`src/rtl/wr_full_ctrl.sv`:
```
// wr_full_ctrl: async-FIFO write-side gate with binary/Gray write pointer and registered full/almost_full/count/sticky overflow.
// Latency: write_en is combinational and flags update on the accepting edge; read release takes +2 edges with WR_FULL_CTRL_SYNC_EN.
// Backpressure: while full, wr_req is refused (write_en=0) and sets overflow.
module wr_full_ctrl #(
  parameter int ADDR_W    = 4,
  parameter int AF_THRESH = 2
) (
  input  logic              wr_clk,
  input  logic              wr_rst,
  input  logic              wr_req,
  input  logic [ADDR_W:0]   rd_ptr_gray,
  output logic              write_en,
  output logic [ADDR_W-1:0] wr_addr,
  output logic [ADDR_W:0]   wr_ptr_gray,
  output logic              full,
  output logic              almost_full,
  output logic [ADDR_W:0]   wr_count,
  output logic              overflow
);

  localparam int AF_LEVEL_I = (1 << ADDR_W) - AF_THRESH;
  localparam logic [ADDR_W:0] AF_LEVEL = AF_LEVEL_I[ADDR_W:0];

  logic [ADDR_W:0] wbin;
  logic [ADDR_W:0] wbin_next;
  logic [ADDR_W:0] wgray_next;
  logic [ADDR_W:0] rq;
  logic [ADDR_W:0] rbin;
  logic [ADDR_W:0] fill_next;

  function automatic logic [ADDR_W:0] gray2bin(input logic [ADDR_W:0] g);
    logic [ADDR_W:0] b;
    b[ADDR_W] = g[ADDR_W];
    for (int i = ADDR_W - 1; i >= 0; i--) begin
      b[i] = b[i+1] ^ g[i];
    end
    return b;
  endfunction

`ifdef WR_FULL_CTRL_SYNC_EN
  logic [ADDR_W:0] rq_sync1;
  logic [ADDR_W:0] rq_sync2;

  always_ff @(posedge wr_clk) begin
    if (wr_rst) begin
      rq_sync1 <= '0;
      rq_sync2 <= '0;
    end else begin
      rq_sync1 <= rd_ptr_gray;
      rq_sync2 <= rq_sync1;
    end
  end

  assign rq = rq_sync2;
`else
  assign rq = rd_ptr_gray;
`endif

  assign write_en   = wr_req & ~full & ~wr_rst;
  assign wbin_next  = wbin + {{ADDR_W{1'b0}}, write_en};
  assign wgray_next = wbin_next ^ (wbin_next >> 1);
  assign rbin       = gray2bin(rq);
  // A stale rq can only lag the true read pointer, so this over-reports fill.
  assign fill_next  = wbin_next - rbin;
  assign wr_addr    = wbin[ADDR_W-1:0];

  always_ff @(posedge wr_clk) begin
    if (wr_rst) begin
      wbin        <= '0;
      wr_ptr_gray <= '0;
      full        <= 1'b0;
      almost_full <= 1'b0;
      wr_count    <= '0;
      overflow    <= 1'b0;
    end else begin
      wbin        <= wbin_next;
      wr_ptr_gray <= wgray_next;
      // Full when the pointers differ only in the two MSBs of their Gray codes.
      full        <= (wgray_next == {~rq[ADDR_W:ADDR_W-1], rq[ADDR_W-2:0]});
      almost_full <= (fill_next >= AF_LEVEL);
      wr_count    <= fill_next;
      overflow    <= overflow | (wr_req & full);
    end
  end

endmodule
```
`config.mk`:
```
export PLATFORM = sky130hd
export DESIGN_NAME = wr_full_ctrl
export DESIGN_NICKNAME = d
export VERILOG_FILES = /design/src/rtl/wr_full_ctrl.sv
export SDC_FILE = /design/constraint.sdc
export NUM_CORES = 1
export LEC_CHECK = 0
export BUFFER_PORTS_ARGS = -buffer_cell sky130_fd_sc_hd__buf_4
export CORE_ASPECT_RATIO = 1.2
export CORE_MARGIN = 5
export CORE_UTILIZATION = 33
export DETAILED_ROUTE_END_ITERATION = 16
export GPL_TIMING_DRIVEN = 0
export MAX_ROUTING_LAYER = met4
export PLACE_DENSITY = 0.68
export SLEW_MARGIN = 15
export SYNTH_ARGS = -nofsm -noshare
export SYNTH_HDL_FRONTEND = slang
export SYNTH_SLANG_ARGS = --single-unit
```
`constraint.sdc`:
```
create_clock -name wr_clk -period 2.7 [get_ports wr_clk]
set_input_delay 0.54 -clock wr_clk [delete_from_list [all_inputs] [get_ports wr_clk]]
set_output_delay 0.54 -clock wr_clk [all_outputs]
set_load 0.01 [all_outputs]
```
# Word level (Yosys, flattened, before mapping)
# Cells that the tools add are included.
# op_classes
reduce_logical,0
shifts,0
n_div,0
n_eq_ne,1
mul,0
bitwise_logic,12
magnitude_cmp,1
n_mux,0
add_sub_neg,2
# ops
cell,count
$add A5 B1 Y5,1
$eq A5 B5 Y1,1
$ge A5 B4 Y1 const B,1
$sub A5 B5 Y5,1
$xor A5 B4 Y5,1
$xor A1 B1 Y1,4
$and A1 B1 Y1,3
$not A1 Y1,2
$not A2 Y2,1
$or A1 B1 Y1,1
# word_totals
n_memories,0
wordCells,22
latchBits,0
out_inout_bits,18
reg_bits,18
mem_bits_rw,0
mem_bits_ro,0

# Depth between registers and ports, before layout
# Gate-level depths: netlist of run 1.
# depth
depth_word,6
mapped_depth,11

# Least setup slack after synthesis of run 1
# No wires, ideal clock.
# synth_timing
path_type,input-to-reg
start,input port wr_rst
end,register wr_count[3]
arrival_ps,2794
setup_time_ps,116
path_stages,10
setup_slack_ps,-210
path_buffers,1
cell_sequence,clkbuf_1 nor3b_1 ha_1 xnor2_2 inv_1 ha_1 nor2b_1 o21a_1 or3_1 and3b_1
# synth_via
elab_chain_cells,4
# synth_lines
element,line,text
start: declaration,9,"input logic wr_rst,"
$not A1 Y1,59,assign write_en = wr_req & ~full & ~wr_rst;
$and A1 B1 Y1,59,
via write_en,12,"output logic write_en,"
$add A5 B1 Y5,60,"assign wbin_next = wbin + {{ADDR_W{1'b0}}, write_en};"
via wbin_next[1],25,logic [ADDR_W:0] wbin_next;
$sub A5 B5 Y5,64,assign fill_next = wbin_next - rbin;
end signal: assignment,81,wr_count <= fill_next;
end: declaration,17,"output logic [ADDR_W:0] wr_count,"
# The timed path passes the listed nets, and every way through them passes these cells.
# A chain may end at the register's enable or synchronous reset.

# Worst setup path after layout of run 1
# layout_timing
start,input port wr_rst
end,register wr_count[3]
# layout_via
elab_chain_cells,4
# layout_lines
element,line
$not A1 Y1,59
$and A1 B1 Y1,59
$add A5 B1 Y5,60
via wbin_next[2],25
$sub A5 B5 Y5,64
# The timed path passes the listed nets, and every way through them passes these cells.

==> results of run 1 <==
## cell families (layout without fill, tap and decap cells)
logic type / after synthesis / count (layout) / synth area share
and+or+nand+nor: 32 / 32 / 0.182
xor gates and xnor gates: 20 / 20 / 0.238
AOI/OAI and AO/OA: 8 / 8 / 0.0545
DFF: 17 / 17 / 0.380
adders and majority gates: 8 / 8 / 0.120
buffers and inverters: 6 / 34 / 0.0252
## routing by layer
layer	vias up	share of wire
met2	17	0.50
met5	-	0
li1	351	-
met4	0	0.022
met1	312	0.42
met3	5	0.052
## worst register-to-register path: cells and delay by family (launching register included)
family | cells | cell delay (ns)
adders and majority gates | 3 | 0.74
and+or+nand+nor | 3 | 0.73
DFF | 1 | 0.35
xor gates and xnor gates | 1 | 0.28
AOI/OAI and AO/OA | 1 | 0.13
## through the flow
step                      instances   util  total power [uW]  cell area, um^2  hold slack (ns)
final                           152  0.450               597             1160            0.486
after global routing            152  0.450               640             1160            0.520
after CTS                       152  0.450               606             1160            0.486
after detailed placement        148  0.440               470             1130            0.465
after global placement          148  0.440               465             1130            0.452
after floorplan                  91      -               404              912            0.502
## power by group
part | total (uW) | switching, uW | internal (uW)
sequential | 282 | 8.06 | 274
clock | 137 | 79.1 | 57.4
combinational | 178 | 87.5 | 90.9
total | 597 | 175 | 422
## path summary, 6_finish.rpt
kind              slack, ns     start     endpoint
setup / recovery       0.26    wr_rst  wr_count[3]
hold reg to reg        0.49  overflow     overflow
setup reg to reg       0.39      full  wr_count[3]
hold / removal         0.49  overflow     overflow
## flip-flops by register name, indices dropped and copies added (netlist names)
signal	count
wr_ptr_gray	5
overflow	1
almost_full	1
wbin	4
full	1
wr_count	5
## cell type report
cell class                      count  area [um^2]  area share
Buffer                              2         8.76     0.00755
Clock buffer                        4         26.3      0.0227
Inverter                            4         15.0      0.0129
Multi-Input combinational cell     68          548       0.472
Sequential cell                    17          340       0.293
Tap cell                           33         41.3      0.0356
Timing Repair Buffer               24          180       0.155
## layout by cell type, fill, tap and decap left out
master | synthesis | layout
a21oi_1 | 4 | 4
o2111ai_1 | 1 | 1
o21ai_1 | 1 | 1
ha_2 | 0 | 2
nor3b_4 | 0 | 1
nor2_1 | 14 | 14
nand4b_1 | 1 | 1
inv_1 | 3 | 3
clkbuf_4 | 0 | 3
nor2b_1 | 2 | 2
and3b_1 | 1 | 1
nand4_1 | 1 | 1
fa_1 | 1 | 1
buf_4 | 0 | 24
ha_1 | 7 | 5
or3_1 | 1 | 1
o21a_1 | 1 | 1
nand3_1 | 3 | 3
clkbuf_2 | 0 | 1
xor2_2 | 3 | 3
nand2_1 | 2 | 2
xnor2_1 | 9 | 9
nor3_1 | 1 | 1
inv_2 | 1 | 1
dfxtp_1 | 17 | 17
and2_1 | 1 | 1
xor2_1 | 6 | 6
clkbuf_1 | 2 | 2
xnor2_2 | 2 | 2
a21o_1 | 1 | 1
nand2b_1 | 2 | 2
or2b_1 | 1 | 1
and3_1 | 1 | 1
==> impl_metrics.env, run 1 <==
export IMPL_ys_ff_latch=17
export IMPL_finalCritPeriodShare=0.905
export IMPL_dp_worst_setup_slack_ns=-0.0659
export IMPL_nNetsFinal=136
export IMPL_ys_flop_type="dfxtp_1"
export IMPL_hold_buffers=0
export IMPL_grt_use_total=0.0988
export IMPL_crit_buf_inv=1
export IMPL_ys_top_cells_by_area="dfxtp_1 (38%), ha_1 (9.8%), xnor2_1 (8.8%)"
export IMPL_busiest_layer="met2"
export IMPL_portBuffers=24
export IMPL_start_util=0.347
export IMPL_ctsResizeCount=0
export IMPL_routedWlPerCell_um=11.2
export IMPL_grtUsageMet1=0.116
export IMPL_ys_types=29
export IMPL_critPathTopFamily="simple AND/OR/NAND/NOR gates"
export IMPL_worstSkewPairLatency_ns=0.29
export IMPL_clk_path_buf_depth=2
export IMPL_hold_depth=2
export IMPL_cp_start_kind="input port"
export IMPL_path_common_cell="ha_1"
export IMPL_finalWeightedCongestion=0.740
export IMPL_gr_usage_met2=0.164
export IMPL_p_leak_uw=0.000535
export IMPL_grt_max_degree=11
export IMPL_ant_nets=0
export IMPL_p_per_area_nw_per_um2=515
export IMPL_yosysTopAreaCell="dfxtp_1"
export IMPL_fmax_mhz=409
export IMPL_rsz0062_at_grt="false"
export IMPL_hold_class="flop to flop"
export IMPL_tightest_slew_ns=0.427
export IMPL_place_hpwl_um=1420
export IMPL_synthesis_instances=91
export IMPL_cp_max_fo=9
export IMPL_vias=685
export IMPL_setup_ws_ns=0.257
export IMPL_drc=0
export IMPL_ir_drop_mv=0.220
export IMPL_synthArstFlopShare=0
export IMPL_cts_sinks=17
export IMPL_viasPerCell=4.51
export IMPL_die_w_um=57.5
export IMPL_grt_pass1_wl_um=2910
export IMPL_yosysMostFrequentCell="dfxtp_1"
export IMPL_maxSlewViolCount=0
export IMPL_r2r_cells=8
export IMPL_synth_commonest_cells="dfxtp_1 (17), nor2_1 (14), xnor2_1 (9)"
export IMPL_fin_crit_ns=2.44
export IMPL_ys_seq_area_frac=0.380
export IMPL_postSynthAreaPerCell_um2=9.83
export IMPL_diodes=0
export IMPL_grt_antenna_before_repair=0
export IMPL_fin_skew_ns=0.00474
export IMPL_htree_levels=1
export IMPL_fill_cells=251
export IMPL_syn_cell_area_um2=895
export IMPL_synth_top_area_frac=0.380
export IMPL_crit_path_end_kind="flop"
export IMPL_clk_pin_slew_worst_paths_ns=0.10
export IMPL_use_met3=0.0174
export IMPL_dieArea_um2=3860
export IMPL_syn_to_final_growth_pct=29.7
export IMPL_first_pass_iters=4
export IMPL_yosysWarningCount=0
export IMPL_timing_setup_tns_ns=0
export IMPL_wl_um=1700
export IMPL_drv_cap=0
export IMPL_synth_edf_count=0
export IMPL_syn_nets=107
export IMPL_worstPathRequired_ns=2.89
export IMPL_first_iter_violations=6
export IMPL_status="finished, final reports clean"
export IMPL_finalSetupViolations=0
export IMPL_crit_type="input port to flop"
export IMPL_cp_depth=9
export IMPL_ioPinCount=26
export IMPL_die_h_um=67.0
export IMPL_first_global_vias=684
export IMPL_root_buffer="clkbuf_4"
export IMPL_numCtsBuffers=3
export IMPL_hold_viol=0
export IMPL_slew_headroom=0.716
export IMPL_gr_total_overflow=0
export IMPL_critPathSlowestCell="ha_1"
export IMPL_crit_path_max_incr_delay_ns=0.32
export IMPL_crit_chain="clkbuf_2 -> nor3b_4 -> ha_1 -> ha_2 -> xor2_2 -> ha_1 -> o21a_1 -> or3_1 -> and3b_1"
export IMPL_drive_above_1_share=0.311
export IMPL_post_cts_buffers=0
export IMPL_arrival_ns=2.64
export IMPL_cts_tree="built"
export IMPL_core_area_um2=2580
export IMPL_num_rows=20
(Power assumes the default switching activity.)
==> run 2: changes to the inputs <==
- REMOVE_ABC_BUFFERS: not set -> 1
==> run 2 against run 1 <==
Power fell by 0.60%. Non-clock buffer count fell by 1. Worst setup slack got worse by 0.056 ns. Combinational power barely moved. Critical path depth rose by 1. Final cell count fell by 0.66%. Design area fell by 1.1%. Global-route usage rose by 0.44 points. Register-to-register slack got worse by 0.11 ns. Clock-buffer cell count did not move. Die area did not move. Clock power barely moved. Largest cell class unchanged. Largest power group unchanged.
==> impl_metrics.env, run 2 (synthesis gave the netlist of run 1 again) <==
export IMPL_use_met3=0.0271
export IMPL_portBuffers=25
export IMPL_finalSetupViolations=0
export IMPL_first_global_vias=707
export IMPL_die_w_um=57.5
export IMPL_largestRegisters="wr_count x5, wr_ptr_gray x5, wbin x4"
export IMPL_gr_total_overflow=0
export IMPL_vias=686
export IMPL_wl_um=1730
export IMPL_drive_above_1_share=0.297
export IMPL_finalCritPeriodShare=0.926
export IMPL_regArea_um2=340
export IMPL_viasPerCell=4.54
export IMPL_arrival_ns=2.69
export IMPL_cts_sinks=17
export IMPL_maxSlewViolCount=0
export IMPL_root_buffer="clkbuf_4"
export IMPL_slew_headroom=0.806
export IMPL_first_iter_violations=12
export IMPL_hold_viol=0
export IMPL_drc=0
export IMPL_fin_crit_ns=2.50
export IMPL_nNetsFinal=135
export IMPL_crit_buf_inv=2
export IMPL_final_util=0.445
export IMPL_grt_max_degree=19
export IMPL_gr_usage_met2=0.179
export IMPL_tightest_slew_ns=0.289
export IMPL_p_leak_uw=0.000540
export IMPL_cts_tree="built"
export IMPL_worstPathRequired_ns=2.89
export IMPL_dieArea_um2=3860
export IMPL_core_area_um2=2580
export IMPL_crit_type="input port to flop"
export IMPL_diodes=0
export IMPL_syn_to_final_growth_pct=28.3
export IMPL_grt_antenna_before_repair=0
export IMPL_die_h_um=67.0
export IMPL_setup_ws_ns=0.201
export IMPL_first_pass_iters=5
export IMPL_fmax_mhz=400
export IMPL_finalWeightedCongestion=0.826
export IMPL_crit_chain="buf_4 -> nor3b_2 -> ha_1 -> xnor2_2 -> inv_1 -> ha_1 -> nor2b_1 -> o21a_1 -> or3_1 -> and3b_1"
export IMPL_layout_commonest_cell="buf_4"
export IMPL_status="finished, final reports clean"
export IMPL_post_cts_buffers=0
export IMPL_critPathSlowestCell="ha_1"
export IMPL_grtUsageMet1=0.103
export IMPL_htree_levels=1
export IMPL_clk_path_buf_depth=2
export IMPL_worstSkewPairLatency_ns=0.29
export IMPL_clk_pin_slew_worst_paths_ns=0.09
export IMPL_ioPinCount=26
export IMPL_critPathTopFamily="simple AND/OR/NAND/NOR gates"
export IMPL_start_util=0.347
export IMPL_path_common_cell="ha_1"
export IMPL_p_per_area_nw_per_um2=517
export IMPL_crit_path_max_incr_delay_ns=0.33
export IMPL_whs_ns=0.487
export IMPL_rsz0062_at_grt="false"
export IMPL_grt_use_total=0.103
export IMPL_ant_nets=0
export IMPL_grt_pass1_wl_um=2910
export IMPL_layout_common_cells="buf_4 (25), dfxtp_1 (17), nor2_1 (14), xnor2_1 (9), ha_1 (7)"
export IMPL_ctsResizeCount=0
export IMPL_busiest_layer="met2"
export IMPL_num_rows=20
export IMPL_hold_buffers=0
export IMPL_stdcell_area_um2=1150
export IMPL_multiInputGateArea_um2=537
export IMPL_hold_class="flop to flop"
export IMPL_cp_max_fo=18
export IMPL_fill_cells=249
export IMPL_timing_setup_tns_ns=0
export IMPL_place_hpwl_um=1440
export IMPL_numCtsBuffers=3
export IMPL_crit_path_end_kind="flop"
export IMPL_placed_area_um2=1120
export IMPL_dp_worst_setup_slack_ns=-0.279
export IMPL_routedWlPerCell_um=11.5
export IMPL_fin_skew_ns=0.00249
export IMPL_cp_start_kind="input port"
export IMPL_drv_cap=0
export IMPL_ir_drop_mv=0.208
[run 2: changes by cell type in the layout (fill, tap and decap cells not counted), sizes merged]
cell / delta
buf: +1
clkbuf: -2
[run 2: routing by layer]
layer	vias up	wire length (um)
met1	305	652
met4	0	42
met3	5	124
li1	351	-
met5	-	0
met2	25	911
[run 2: layout make-up]
| type | instances | share of cell area |
|---|---|---|
| multi-input cells | 68 | 0.468 |
| flip-flops and latches | 17 | 0.297 |
| repair buffers | 25 | 0.164 |
| well taps | 33 | 0.0360 |
| clock buffers | 4 | 0.0229 |
| inverters | 4 | 0.0131 |
[run 2: worst paths after layout]
kind	startpoint	end	slack (ns)	depth (start not counted)
setup / recovery	wr_rst	wr_count[3]	0.20	10
hold / removal	overflow	overflow	0.49	2
setup reg to reg	full	wr_count[3]	0.28	9
hold reg to reg	overflow	overflow	0.49	2
[run 2: power by group]
part	leakage [uW]	switching, uW	internal (uW)
Combinational	0.000385	87.3	90.3
Sequential	0.000139	7.76	274
Clock	0.0000150	76.7	57.4
Total	0.000540	172	422
[run 2: worst register-to-register path, stage by stage (launching register included)]
cell	delay (ns)
dfxtp_1	0.34
nor3b_2	0.27
ha_1	0.33
xnor2_2	0.20
inv_1	0.08
ha_1	0.29
nor2b_1	0.13
o21a_1	0.17
or3_1	0.32
and3b_1	0.18
[run 2: per-stage QoR]
| stage | cells | power (uW) |
|---|---|---|
| floorplan | 89 | 398 |
| global placement | 147 | 462 |
| detailed placement | 147 | 468 |
| CTS | 151 | 603 |
| global route | 151 | 633 |
| finish | 151 | 593 |
